--- src/rtl/barrel_pkg.sv ---
// Shared types and constants for the barrel mover: slot FSM state and position width.
package barrel_pkg;

  localparam int POS_W = 12;

  typedef enum logic [1:0] {
    ST_IDLE = 2'd0,
    ST_ROLL = 2'd1,
    ST_DROP = 2'd2,
    ST_DONE = 2'd3
  } state_t;

endpackage

--- src/rtl/barrel_mover_if.sv ---
// Launch-controller <-> barrel mover bus: per-slot launch/done handshake and packed positions.
interface barrel_mover_if #(
  parameter int BARRELS = 5
);
  import barrel_pkg::*;

  logic                     start_game;
  logic [BARRELS-1:0]       barrel;
  logic [BARRELS-1:0]       done;
  logic [BARRELS-1:0]       active;
  logic [BARRELS*POS_W-1:0] xpos;
  logic [BARRELS*POS_W-1:0] ypos;

  modport master (output start_game, output barrel,
                  input done, input active, input xpos, input ypos);
  modport slave  (input start_game, input barrel,
                  output done, output active, output xpos, output ypos);
endinterface

--- src/rtl/barrel_slot.sv ---
// One barrel slot: launch/abort handshake, roll/drop FSM and registered position outputs.
// Optional BARREL_SPEEDUP_EN: step grows by one pixel per completed platform.
module barrel_slot
  import barrel_pkg::*;
#(
  parameter int X_MIN   = 64,
  parameter int X_MAX   = 960,
  parameter int X_START = 64,
  parameter int Y_START = 128,
  parameter int STEP    = 2,
  parameter int LEVEL_H = 96,
  parameter int LEVELS  = 5
) (
  input  logic             clk,
  input  logic             rst,
  input  logic             move_tick,
  input  logic             start_game,
  input  logic             barrel,
  output logic             done,
  output logic             active,
  output logic [POS_W-1:0] xpos,
  output logic [POS_W-1:0] ypos
);

  state_t             state_r, state_s;
  logic [POS_W-1:0]   x_r, x_s, y_r, y_s;
  logic [POS_W-1:0]   level_r, level_s, drop_cnt_r, drop_cnt_s;
  logic               dir_left_r, dir_left_s;
  logic               barrel_prev_r, done_r, active_r;
  logic [POS_W-1:0]   step_s;
  logic [POS_W:0]     x_up_s, drop_sum_s;
  logic               launch_s, hit_right_s, hit_left_s, level_end_s, last_level_s;

`ifdef BARREL_SPEEDUP_EN
  assign step_s = POS_W'(STEP) + level_r;
`else
  assign step_s = POS_W'(STEP);
`endif

  // Comparisons are done one bit wider so a step can never wrap past the bounds.
  assign launch_s     = barrel & ~barrel_prev_r;
  assign x_up_s       = {1'b0, x_r} + {1'b0, step_s};
  assign hit_right_s  = x_up_s >= (POS_W+1)'(X_MAX);
  assign hit_left_s   = {1'b0, x_r} <= ((POS_W+1)'(X_MIN) + {1'b0, step_s});
  assign drop_sum_s   = {1'b0, drop_cnt_r} + {1'b0, step_s};
  assign level_end_s  = drop_sum_s >= (POS_W+1)'(LEVEL_H);
  assign last_level_s = (level_r + POS_W'(1)) == POS_W'(LEVELS);

  // Next-state and next-position logic for the slot FSM.
  always_comb begin
    state_s    = state_r;
    x_s        = x_r;
    y_s        = y_r;
    level_s    = level_r;
    drop_cnt_s = drop_cnt_r;
    dir_left_s = dir_left_r;
    if (!start_game) begin
      state_s = ST_IDLE;
    end else begin
      case (state_r)
        ST_IDLE: begin
          if (launch_s) begin
            state_s    = ST_ROLL;
            x_s        = POS_W'(X_START);
            y_s        = POS_W'(Y_START);
            level_s    = {POS_W{1'b0}};
            drop_cnt_s = {POS_W{1'b0}};
            dir_left_s = 1'b0;
          end else begin
            state_s = ST_IDLE;
          end
        end
        ST_ROLL: begin
          if (!barrel) begin
            state_s = ST_IDLE;
          end else if (move_tick) begin
            if (!dir_left_r) begin
              if (hit_right_s) begin
                x_s     = POS_W'(X_MAX);
                state_s = ST_DROP;
              end else begin
                x_s     = x_up_s[POS_W-1:0];
                state_s = ST_ROLL;
              end
            end else begin
              if (hit_left_s) begin
                x_s     = POS_W'(X_MIN);
                state_s = ST_DROP;
              end else begin
                x_s     = x_r - step_s;
                state_s = ST_ROLL;
              end
            end
          end else begin
            state_s = ST_ROLL;
          end
        end
        ST_DROP: begin
          if (!barrel) begin
            state_s = ST_IDLE;
          end else if (move_tick) begin
            y_s = y_r + step_s;
            if (level_end_s) begin
              level_s    = level_r + POS_W'(1);
              drop_cnt_s = {POS_W{1'b0}};
              dir_left_s = ~dir_left_r;
              state_s    = last_level_s ? ST_DONE : ST_ROLL;
            end else begin
              drop_cnt_s = drop_sum_s[POS_W-1:0];
              state_s    = ST_DROP;
            end
          end else begin
            state_s = ST_DROP;
          end
        end
        ST_DONE: begin
          if (!barrel) begin
            state_s = ST_IDLE;
          end else begin
            state_s = ST_DONE;
          end
        end
        default: state_s = ST_IDLE;
      endcase
    end
  end

  // State, position and flag registers; done/active follow the next state so they align with it.
  always_ff @(posedge clk) begin
    if (rst) begin
      state_r       <= ST_IDLE;
      x_r           <= POS_W'(X_START);
      y_r           <= POS_W'(Y_START);
      level_r       <= {POS_W{1'b0}};
      drop_cnt_r    <= {POS_W{1'b0}};
      dir_left_r    <= 1'b0;
      barrel_prev_r <= 1'b0;
      done_r        <= 1'b0;
      active_r      <= 1'b0;
    end else begin
      state_r       <= state_s;
      x_r           <= x_s;
      y_r           <= y_s;
      level_r       <= level_s;
      drop_cnt_r    <= drop_cnt_s;
      dir_left_r    <= dir_left_s;
      barrel_prev_r <= barrel;
      done_r        <= (state_s == ST_DONE);
      active_r      <= (state_s == ST_ROLL) || (state_s == ST_DROP);
    end
  end

  assign done   = done_r;
  assign active = active_r;
  assign xpos   = x_r;
  assign ypos   = y_r;

endmodule

--- src/rtl/barrel_mover.sv ---
// Barrel mover top: shared move-tick divider feeding BARRELS independent barrel_slot instances.
// Optional feature macro: BARREL_SPEEDUP_EN (per-platform speed-up, implemented in barrel_slot).
module barrel_mover
  import barrel_pkg::*;
#(
  parameter int BARRELS  = 5,
  parameter int TICK_DIV = 1_625_000,
  parameter int X_MIN    = 64,
  parameter int X_MAX    = 960,
  parameter int X_START  = 64,
  parameter int Y_START  = 128,
  parameter int STEP     = 2,
  parameter int LEVEL_H  = 96,
  parameter int LEVELS   = 5
) (
  input  logic           clk,
  input  logic           rst,
  barrel_mover_if.slave  bus
);

  localparam int DIV_W = (TICK_DIV > 1) ? $clog2(TICK_DIV) : 1;

  logic [DIV_W-1:0] div_cnt_r;
  logic             move_tick_s;

  assign move_tick_s = (div_cnt_r == DIV_W'(TICK_DIV - 1));

  // Free-running move-tick divider shared by every slot.
  always_ff @(posedge clk) begin
    if (rst) begin
      div_cnt_r <= {DIV_W{1'b0}};
    end else if (move_tick_s) begin
      div_cnt_r <= {DIV_W{1'b0}};
    end else begin
      div_cnt_r <= div_cnt_r + DIV_W'(1);
    end
  end

  for (genvar i = 0; i < BARRELS; i++) begin : g_slot
    barrel_slot #(
      .X_MIN   (X_MIN),
      .X_MAX   (X_MAX),
      .X_START (X_START),
      .Y_START (Y_START),
      .STEP    (STEP),
      .LEVEL_H (LEVEL_H),
      .LEVELS  (LEVELS)
    ) u_slot (
      .clk        (clk),
      .rst        (rst),
      .move_tick  (move_tick_s),
      .start_game (bus.start_game),
      .barrel     (bus.barrel[i]),
      .done       (bus.done[i]),
      .active     (bus.active[i]),
      .xpos       (bus.xpos[i*POS_W +: POS_W]),
      .ypos       (bus.ypos[i*POS_W +: POS_W])
    );
  end

endmodule

--- src/flat_wrapper.sv ---
// flat-port wrapper written by rule: the top's interface ports become plain ports
module barrel_mover_flat import barrel_pkg::*;
#(
  parameter int BARRELS  = 5,
  parameter int TICK_DIV = 1_625_000,
  parameter int X_MIN    = 64,
  parameter int X_MAX    = 960,
  parameter int X_START  = 64,
  parameter int Y_START  = 128,
  parameter int STEP     = 2,
  parameter int LEVEL_H  = 96,
  parameter int LEVELS   = 5
)
  (clk, rst, bus_start_game, bus_barrel, bus_done, bus_active, bus_xpos, bus_ypos);
  barrel_mover_if #(.BARRELS(BARRELS)) bus_i ();
  input  logic clk;
  input  logic rst;
  input wire logic [$bits(bus_i.start_game)-1:0] bus_start_game;
  input wire logic [$bits(bus_i.barrel)-1:0] bus_barrel;
  output wire logic [$bits(bus_i.done)-1:0] bus_done;
  output wire logic [$bits(bus_i.active)-1:0] bus_active;
  output wire logic [$bits(bus_i.xpos)-1:0] bus_xpos;
  output wire logic [$bits(bus_i.ypos)-1:0] bus_ypos;
  assign bus_i.start_game = bus_start_game;
  assign bus_i.barrel = bus_barrel;
  assign bus_done = bus_i.done;
  assign bus_active = bus_i.active;
  assign bus_xpos = bus_i.xpos;
  assign bus_ypos = bus_i.ypos;
  barrel_mover #(.BARRELS(BARRELS), .TICK_DIV(TICK_DIV), .X_MIN(X_MIN), .X_MAX(X_MAX), .X_START(X_START), .Y_START(Y_START), .STEP(STEP), .LEVEL_H(LEVEL_H), .LEVELS(LEVELS)) u_core (.clk(clk), .rst(rst), .bus(bus_i));
endmodule
--- config.mk ---
export PLATFORM = sky130hd
export DESIGN_NAME = barrel_mover_flat
export DESIGN_NICKNAME = d
export VERILOG_FILES = /design/src/rtl/barrel_pkg.sv /design/src/rtl/barrel_mover_if.sv /design/src/rtl/barrel_slot.sv /design/src/rtl/barrel_mover.sv /design/src/flat_wrapper.sv
export SDC_FILE = /design/constraint.sdc
export NUM_CORES = 1
export LEC_CHECK = 0
export CAP_MARGIN = 25
export CORE_UTILIZATION = 47
export DETAILED_ROUTE_END_ITERATION = 6
export MAX_ROUTING_LAYER = met4
export PLACE_DENSITY = 0.71
export SLEW_MARGIN = 20
export SYNTH_ARGS = -nofsm -noshare
export SYNTH_HDL_FRONTEND = slang
export SYNTH_HIERARCHICAL = 1
export SYNTH_SLANG_ARGS = --single-unit
--- constraint.sdc ---
create_clock -name clk -period 4.1 [get_ports clk]
set_input_delay 1.025 -clock clk [delete_from_list [all_inputs] [get_ports clk]]
set_output_delay 1.025 -clock clk [all_outputs]
set_load 0.01 [all_outputs]
After elaboration in Yosys (flattened, before gate mapping)
Index checks and enable logic that the tools add are counted.

Shift-type cells: 0. Divide/modulo/power cells: 0. $add $sub $neg: 26. Bitwise operators: 15. Reductions and logical operators: 36. Order comparisons: 15. Multiply operators: 0. Equal/unequal tests: 66. Multiplexer cells: 190.

Operators by type and width (count): $mux 12 (80); $pmux 12 s2 (20); $add 12x2->13 const B (10); $mux 2 (55); $ge 13x10->1 const B (5); $ge 13x7->1 const B (5); $add 12x1->12 const B (5); $add 12x2->12 const B (5); $eq 12x3->1 const B (5); $le 12x7->1 const B (5); $sub 12x2->12 const B (5); $reduce_and 5->1 (10); $ne 2x2->1 const B (22); $eq 2x2->1 const B (20); $pmux 2 s4 (5); $reduce_and 6->1 (5); $mux 1 (25); $add 21x1->21 const B (1); $eq 21x21->1 const B (1); $eq 2x1->1 const B (10); $reduce_bool 2->1 (10); $ne 2x1->1 const B (8); $logic_not 2->1 (5); $not 1->1 (10); 4 further kinds (16).

RAM bits: 0. Register bits: 291. Latch bits: 0. Output and inout port bits: 130. Memory bits (read-only): 0. Input port bits: 8. Logic and storage cells: 394. Memories kept: 0.

Logic depth before layout (Yosys ltp)
Gate-level depths: netlist (run 1).

Depth after elaboration: 10. Mapped depth: 11. Gate-level depth less buffers: 10.

Modules after synthesis
Netlist (run 1), hierarchy kept.

By module, submodules not included: barrel_slot at u_core.g_slot[0].u_slot ... (area each 3263.1 um^2, cells an instance 405, instances 3, sequential area each 1021.0 um^2); barrel_slot at u_core.g_slot[4].u_slot (area each 3309.4 um^2, cells an instance 421, instances 1, sequential area each 1021.0 um^2); barrel_slot at u_core.g_slot[2].u_slot (area each 3199.3 um^2, cells an instance 395, instances 1, sequential area each 1021.0 um^2); barrel_mover (area each 1012.2 um^2, cells an instance 118, instances 1, sequential area each 420.4 um^2).

Worst setup path before layout (run 1)
OpenSTA, ideal clock, no wires.

Path kind: register to register. Start: register u_core.div_cnt_r[10]. End: register u_core.g_slot[0].u_slot.y_r[6]. Data required time: 4030 ps. Arrival: 3407 ps. Path buffers: 1. Setup time: 70 ps. Clock period less this slack: 3477 ps. Slack: 623 ps. Stages on the path, launching flop included: 10. Path through: dfxtp_1 > or4b_1 > or4_4 > nor2_1 > nand2_1 > a211oi_2 > buf_2 > nand4_2 > or3_1 > a21oi_1.

Longest elaborated chain between the ends: 3.

RTL lines: from (decl) (RTL line barrel_mover.sv:23) `logic [DIV_W-1:0] div_cnt_r;`; from (signal assigned) (RTL line barrel_mover.sv:31) `div_cnt_r <= {DIV_W{1'b0}};`; from (signal assigned) (RTL line barrel_mover.sv:33) `div_cnt_r <= {DIV_W{1'b0}};`; from (signal assigned) (RTL line barrel_mover.sv:35) `div_cnt_r <= div_cnt_r + DIV_W'(1);`; $eq 21x21->1 (RTL line barrel_mover.sv:26) `assign move_tick_s = (div_cnt_r == DIV_W'(TICK_DIV - 1));`; named net u_core.move_tick_s (RTL line barrel_mover.sv:24) `logic move_tick_s;`; $ne 2x2->1 (no line); $reduce_and 5->1 (no line); to (signal assigned) (RTL line barrel_slot.sv:133) `y_r <= POS_W'(Y_START);`; to (signal assigned) (RTL line barrel_slot.sv:143) `y_r <= y_s;`; to (decl) (RTL line barrel_slot.sv:26) `logic [POS_W-1:0] x_r, x_s, y_r, y_s;`.

The timed path passes the listed nets, and every way through them passes these cells. A chain may end at the register's enable or synchronous reset.

Worst setup path after layout (run 1)
Start: register u_core.div_cnt_r[10]. End: register u_core.g_slot[4].u_slot.level_r[2].

Longest elaborated chain between the ends: 3.

RTL lines: $eq 21x21->1 (RTL line barrel_mover.sv:26); named net u_core.move_tick_s (RTL line barrel_mover.sv:24); $ne 2x1->1 (no line); $reduce_and 6->1 (no line); to (signal assigned) (RTL line barrel_slot.sv:134) `level_r <= {POS_W{1'b0}};`; to (signal assigned) (RTL line barrel_slot.sv:144) `level_r <= level_s;`; to (decl) (RTL line barrel_slot.sv:27) `logic [POS_W-1:0] level_r, level_s, drop_cnt_r, drop_cnt_s;`.

The timed path passes the listed nets, and every way through them passes these cells.

==> metrics, run 1 <==
RR Startpoint u_core/div_cnt_r[10]; hold buffer count at cts 0; endpoint of the worst-slack reg-to-reg timing path u_core/g_slot[4].u_slot/level_r[2]; Layout fillers 3,265; Yosys reg bits 276; length of routed wiring on met1 19.7 mm; Clk pwr share 53.4%; area of placed instances 0.0186 mm2; worst voltage drop across the vdd grid 0.241 mV; wire length of the first global-routing pass 70.8 mm; capturing element type of the critical path flop; critical path's largest stage delay 560 ps; H-tree level count 2; Max Clock Freq 290 MHz; largest family of logic cells by synthesized area simple AND/OR/NAND/NOR gates; Slowest cell on crit path sky130_fd_sc_hd__or4_4; post_cts resized 0; Routed met3 length 2.15 mm; top cells by area, synth sky130_fd_sc_hd__dfxtp_1, sky130_fd_sc_hd__nor2_1, sky130_fd_sc_hd__xor2_1; end-of-flow core utilization 55.3%; compound-gate portion of the synthesized area 20.4%; type of the worst setup path reg -> reg; critical path, cell by cell or4b_1 > or4_4 > nor2_2 > buf_4 > nand2_1 > a211oi_2 > buf_4 > and3_1 > nand2_1 > o221ai_1; max capacitance violation total 0; Clock Latency Late Sink 510 ps; portion of netlist area occupied by mux cells 1.63%; Clock Skew 12.3 ps; die height 194 um; Net count, final 2,255; Reg power frac 43.1%; clock root buffer sky130_fd_sc_hd__clkbuf_16; run status finished, final reports clean; maximum count of clock buffers along a single path 3; leading cell type in the layout, fill and taps excluded sky130_fd_sc_hd__dfxtp_1; hold path endpoint u_core/div_cnt_r[0]; path class of the lowest-slack min-delay path reg -> reg; sequential share of the synthesized area 31.9%; number of global-route vias before repair 15,012; RSZ-0062 raised after global routing no; most frequently used flop master after synthesis sky130_fd_sc_hd__dfxtp_1; number of slew-limit violations in the final report 0; combinational share of power 3.5%; count of vias placed by the detailed router 16,038; half-perimeter wire length after placement 28.7 mm; Worst Setup Slack post-DPL 556 ps; global-route usage over all layers 22.3%; layout cells sized above 1 9.41%; category of the worst setup path launch point flop; number of endpoints failing setup at the final stage 0; Std-Cell Rows 69; pin slew with the least headroom to its limit 873 ps; die extent in x 194 um; Mean Syn Cell Area 8.06 um2; number of endpoints with negative hold slack in the final report 0; static power due to leakage 6.76 nW; endpoint required time on the critical path 4530 ps; Core Region 0.0359 mm2; Post-CTS Setup Inserts 0; count of different cell masters after synthesis 105; detailed-router iteration count before antenna repair 5; DRC errors left 0; top-level port count 138; Area growth syn-to-layout 14.7%; clock tree from TritonCTS built; source of the worst hold timing path u_core/div_cnt_r[0]; Total Die Area 0.0376 mm2; simple-gate share of the synthesized area 30.4%; Final ANT Viol Nets 0; switching part of the total power 21.3%; Final period util 84.1%; Syn Inst Count 2,149; global placer's final weighted congestion 0.908; depth of the worst register-to-register path 10; final design area excluding fillers 0.0199 mm2; worst rel slew slack 41.4%; number of antenna repair diodes 0; synthesized cell area 0.0173 mm2; DR vias/cell 5.96; Port Buf Inserts 127; post-detailed-routing wire length 41.9 mm; switching pwr 1.35 mW; post-synthesis adder-cell area fraction 2.96%; Top Layer Used met4; pin count of the biggest net entering global routing 36; number of buffers added by the clock tree synthesis step 34; P_int 4.96 mW; count of routing violations after the opening detailed-route iteration 1,205; post-synth top area share 31.9%; gr ovfl total 0; effective utilization at floorplan 48.2%; met2 routed wirelength 19.2 mm; wire length per cell 15.5 um; top fanout value on the critical path 24; ratio of total power to cell area 318 mW/mm2; EDFF count, synth 0; data arrival time at the worst-slack endpoint 3880 ps; number of sinks handled by clock tree synthesis 276; commonest cells after routing, fill and taps aside sky130_fd_sc_hd__dfxtp_1, sky130_fd_sc_hd__nor2_1, sky130_fd_sc_hd__nand2_1, sky130_fd_sc_hd__clkdlybuf4s50_1, sky130_fd_sc_hd__nand3_1; setup ws final 650 ps; sum of negative setup slack 0 ps; Synth area leader sky130_fd_sc_hd__dfxtp_1; Min Clock Period, post-route 3450 ps; fraction of synthesized cell area in xor and xnor cells 6.43%; Yosys warning count 6; CTS clk-pin slew, worst paths 60 ps; Reg2Reg Setup Slack 650 ps; share of async-settable or async-resettable flops after synthesis 0%; initial antenna violation count 0; hold-critical path depth 1
stage by stage:
stage / std cells / hold WS [ps] / power (mW)
finish: 2693 / 460 / 6.31
global placement: 2631 / 438 / 2.99
CTS: 2693 / 468 / 6.39
detailed placement: 2631 / 454 / 2.99
global route: 2693 / 485 / 6.53
floorplan: 2154 / 426 / 2.93
sequential cells by signal, summed over array words and instances (netlist names):
register                            flops
u_core/div_cnt_r                       21
u_core/g_slot.u_slot/active             5
u_core/g_slot.u_slot/barrel_prev_r      5
u_core/g_slot.u_slot/dir_left_r         5
u_core/g_slot.u_slot/done               5
u_core/g_slot.u_slot/drop_cnt_r        55
u_core/g_slot.u_slot/level_r           60
u_core/g_slot.u_slot/state_r           10
u_core/g_slot.u_slot/xpos              55
u_core/g_slot.u_slot/ypos              55
kinds of logic after synthesis:
kind of cell,Yosys count
AO/OA/AOI/OAI,469
XOR/XNOR,127
adder cells (fa/ha/maj),41
buffers and inverters,212
flip-flops,276
multiplexers,26
other,5
AND/OR/NAND/NOR,993
synth_stat cells, types with 13 or more instances:
library cell	n
sky130_fd_sc_hd__a31oi_1	18
sky130_fd_sc_hd__buf_6	20
sky130_fd_sc_hd__nor4_1	19
sky130_fd_sc_hd__nor2b_1	37
sky130_fd_sc_hd__nand4_1	82
sky130_fd_sc_hd__o311ai_0	14
sky130_fd_sc_hd__or3_1	46
sky130_fd_sc_hd__o211ai_1	18
sky130_fd_sc_hd__nor2_1	236
sky130_fd_sc_hd__mux2i_1	15
sky130_fd_sc_hd__a211o_1	14
sky130_fd_sc_hd__nand3_1	120
sky130_fd_sc_hd__and3_1	39
sky130_fd_sc_hd__inv_1	77
sky130_fd_sc_hd__buf_4	17
sky130_fd_sc_hd__a21oi_1	88
sky130_fd_sc_hd__nor3_1	61
sky130_fd_sc_hd__o221ai_1	14
sky130_fd_sc_hd__xor2_1	82
sky130_fd_sc_hd__buf_2	45
sky130_fd_sc_hd__or4_1	13
sky130_fd_sc_hd__clkbuf_1	40
sky130_fd_sc_hd__ha_1	41
sky130_fd_sc_hd__xnor2_1	45
sky130_fd_sc_hd__o21ai_0	105
sky130_fd_sc_hd__nand2b_1	32
sky130_fd_sc_hd__nand2_1	185
sky130_fd_sc_hd__dfxtp_1	276
sky130_fd_sc_hd__and2_1	21
how the worst max path moves through the flow:
stage	from	end	cells after the start
4_1_cts	u_core/div_cnt_r[10]	u_core/g_slot[4].u_slot/level_r[5]	10
3_5_place_dp	bus_start_game	u_core/g_slot[4].u_slot/level_r[5]	8
6_report	u_core/div_cnt_r[10]	u_core/g_slot[4].u_slot/level_r[2]	10
5_1_grt	u_core/div_cnt_r[10]	u_core/g_slot[4].u_slot/level_r[7]	10
2_1_floorplan	u_core/div_cnt_r[10]	u_core/g_slot[0].u_slot/ypos[6]	9
3_3_place_gp	bus_start_game	u_core/g_slot[4].u_slot/level_r[3]	8
power groups by stage:
stage / clock network [mW] / logic [mW] / registers [mW]
after floorplan: 0 / 0.159 / 2.77
after global placement: 0 / 0.214 / 2.78
after detailed placement: 0 / 0.218 / 2.78
after CTS: 3.46 / 0.219 / 2.72
after global routing: 3.57 / 0.241 / 2.72
final: 3.37 / 0.219 / 2.72
layout make-up:
class                      count  area [um2]  share of cell area [%]
timing repair buffer         150        1440                    7.26
sequential                   276        5530                    27.8
inverter                      78         293                    1.47
multi-input combinational   1666       10700                    54.1
tap                          461         577                    2.90
clock buffer                  46        1020                    5.14
clock inverter                16         258                    1.30
worst max-delay path, delay by kind of cell (launching register included):
family | cells | cell delay, ps
buf+inv | 2 | 530
compound gates | 2 | 450
flops | 1 | 350
simple gates | 6 | 2030
routing by layer:
| metal | vias to the layer above | track usage (%) |
|---|---|---|
| li1 | 7919 | - |
| met1 | 7585 | 29.3 |
| met2 | 463 | 35.5 |
| met3 | 71 | 3.10 |
| met4 | 0 | 6.55 |
| met5 | - | - |
Note: power is estimated with default switching activity, not from simulation.
==> run 2: changes to the inputs <==
==> constraint.sdc (replaced) <==
create_clock -name clk -period 3.55 [get_ports clk]
set_input_delay 0.8875 -clock clk [delete_from_list [all_inputs] [get_ports clk]]
set_output_delay 0.8875 -clock clk [all_outputs]
set_load 0.01 [all_outputs]
==> metrics, run 2 (synthesis results as in run 1) <==
run status finished, final reports clean; worst voltage drop across the vdd grid 0.344 mV (+43%); number of global-route vias before repair 14,729 (-1.9%); post-detailed-routing wire length 41.9 mm (+0.15%); half-perimeter wire length after placement 29.5 mm (+2.9%); Final period util 93.7% (+9.6 points); depth of the worst register-to-register path 9 (-1); Net count, final 2,267 (+0.53%); critical path, cell by cell or4b_1 > or4_4 > nor2_2 > buf_12 > nand2_1 > a211oi_4 > nand4_1 > or3_1 > a21oi_1; critical path's largest stage delay 550 ps (about the same); start point of the critical path u_core/div_cnt_r[10]; top fanout value on the critical path 13 (-46%); RR Startpoint u_core/div_cnt_r[10]; detailed-router iteration count before antenna repair 5 (unchanged); count of routing violations after the opening detailed-route iteration 1,221 (+1.3%); path class of the lowest-slack min-delay path reg -> reg; H-tree level count 1 (-1); CTS clk-pin slew, worst paths 60 ps (about the same); gr ovfl total 0 (unchanged); worst rel slew slack 47.0% (+5.7 points); data arrival time at the worst-slack endpoint 3810 ps (-70 ps); wire length of the first global-routing pass 70.9 mm (about the same); Top reg by flops u_core/g_slot.u_slot/level_r; number of endpoints with negative hold slack in the final report 0 (unchanged); number of endpoints failing setup at the final stage 0 (unchanged); pin slew with the least headroom to its limit 790 ps (-82.9 ps); wire length per cell 15.5 um (-0.15%); pin count of the biggest net entering global routing 31 (-14%); commonest cells after routing, fill and taps aside sky130_fd_sc_hd__dfxtp_1, sky130_fd_sc_hd__nor2_1, sky130_fd_sc_hd__nand2_1, sky130_fd_sc_hd__clkdlybuf4s50_1, sky130_fd_sc_hd__nand3_1; Slowest cell on crit path sky130_fd_sc_hd__or4_4; Clock Latency Late Sink 560 ps (+50 ps); Clock Skew 16.7 ps (+4.35 ps); die height 194 um (unchanged); ratio of total power to cell area 326 mW/mm2 (+2.7%); Post-Route Hold Slack 461 ps (+0.971 ps); hold buffer count at cts 0 (unchanged); top-level port count 138 (unchanged); static power due to leakage 6.69 nW (-1.1%); global placer's final weighted congestion 0.918 (+1.1%); die extent in x 194 um (unchanged); global-route usage over all layers 22.2% (-0.058 points); Min Clock Period, post-route 3330 ps (-122 ps); number of buffers added by the clock tree synthesis step 30 (-12%); Core Region 0.0359 mm2 (unchanged); capturing element type of the critical path flop; number of flip-flops under the largest register name 60 (unchanged); maximum count of clock buffers along a single path 3 (unchanged); endpoint of the worst-slack reg-to-reg timing path u_core/g_slot[2].u_slot/ypos[8]; endpoint required time on the critical path 4030 ps (-500 ps); initial antenna violation count 1 (+1); Layout fillers 3,298 (+1.0%); Std-Cell Rows 69 (unchanged); source of the worst hold timing path u_core/div_cnt_r[0]; RSZ-0062 raised after global routing no; max capacitance violation total 0 (unchanged); Reg2Reg Setup Slack 220 ps (-430 ps); clock root buffer sky130_fd_sc_hd__clkbuf_16; sum of negative setup slack 0 ps (unchanged); Total Die Area 0.0376 mm2 (unchanged); critical path endpoint u_core/g_slot[2].u_slot/ypos[8]; clock tree from TritonCTS built; Port Buf Inserts 127 (unchanged); number of slew-limit violations in the final report 0 (unchanged); category of the worst setup path launch point flop; type of the worst setup path reg -> reg; Max Clock Freq 300 MHz (+3.7%); layout cells sized above 1 9.38% (-0.029 points); DRC errors left 0 (unchanged); leading cell type in the layout, fill and taps excluded sky130_fd_sc_hd__dfxtp_1; count of vias placed by the detailed router 16,100 (+0.39%); DR vias/cell 5.96 (about the same); number of sinks handled by clock tree synthesis 276 (unchanged); effective utilization at floorplan 48.2% (unchanged); Area growth syn-to-layout 13.8%; Final ANT Viol Nets 0 (unchanged)
run 2: changes by cell type in the layout (fill, tap and decap cells not counted), moves of 3 or more:
cell,delta
sky130_fd_sc_hd__clkbuf_1,+7
sky130_fd_sc_hd__clkbuf_16,-6
sky130_fd_sc_hd__bufinv_16,-5
sky130_fd_sc_hd__buf_4,+13
sky130_fd_sc_hd__clkbuf_8,-4
sky130_fd_sc_hd__buf_12,+3
run 2: how the worst min path moves through the flow:
stage               slack (ps)             endpoint  cells past startpoint
finish                     460  u_core/div_cnt_r[0]                      1
global route               490  u_core/div_cnt_r[0]                      1
CTS                        470  u_core/div_cnt_r[0]                      1
detailed placement         450  u_core/div_cnt_r[0]                      1
global placement           440  u_core/div_cnt_r[0]                      1
floorplan                  430  u_core/div_cnt_r[0]                      1
run 2: area by class of cell:
class                           count  area [um2]  area share [%]
Inverter                           78         293            1.49
Tap cell                          461         577            2.93
Antenna cell                        1        2.50          0.0127
Clock inverter                     10         103           0.521
Sequential cell                   276        5530            28.1
Multi-Input combinational cell   1666       10800            54.6
Timing Repair Buffer              166        1600            8.12
Clock buffer                       43         841            4.27
run 2: timing repair:
action | in CTS | in global routing
gates resized for setup | 0 | 2
buffers inserted | 0 | 0
endpoints found under the setup margin | 0 | 14
run 2: metal layers:
layer	share of wire, %	wire [um]	up-vias	global-route usage (%)
met5	0	0	-	-
met3	4.8	1990	59	2.77
met2	46	19200	424	35.0
li1	-	-	7941	-
met4	1.8	756	0	5.91
met1	48	20000	7676	29.9
run 2: through the flow:
| step | total power, mW | util (%) | cell area [um2] | std cells | setup WS (ps) |
|---|---|---|---|---|---|
| after CTS | 6.52 | 54.8 | 19700 | 2700 | 112 |
| after global routing | 6.69 | 54.8 | 19700 | 2701 | 13.3 |
| after floorplan | 3.39 | - | 17300 | 2154 | 73.0 |
| after global placement | 3.46 | 52.2 | 18700 | 2647 | 259 |
| final | 6.43 | 54.8 | 19700 | 2701 | 222 |
| after detailed placement | 3.47 | 52.2 | 18700 | 2647 | 149 |
run 2: worst max-delay path, delay by kind of cell, from the launching register on:
family / cells / cell delay (ps)
compound gates: 2 / 600
buf+inv: 1 / 180
flops: 1 / 340
simple gates: 6 / 2120
run 2: report_power, final:
part	switching (mW)	leakage, nW	internal, mW
combinational	0.164	3.99	0.0976
sequential	0.0233	2.23	3.12
clock	1.25	0.464	1.78
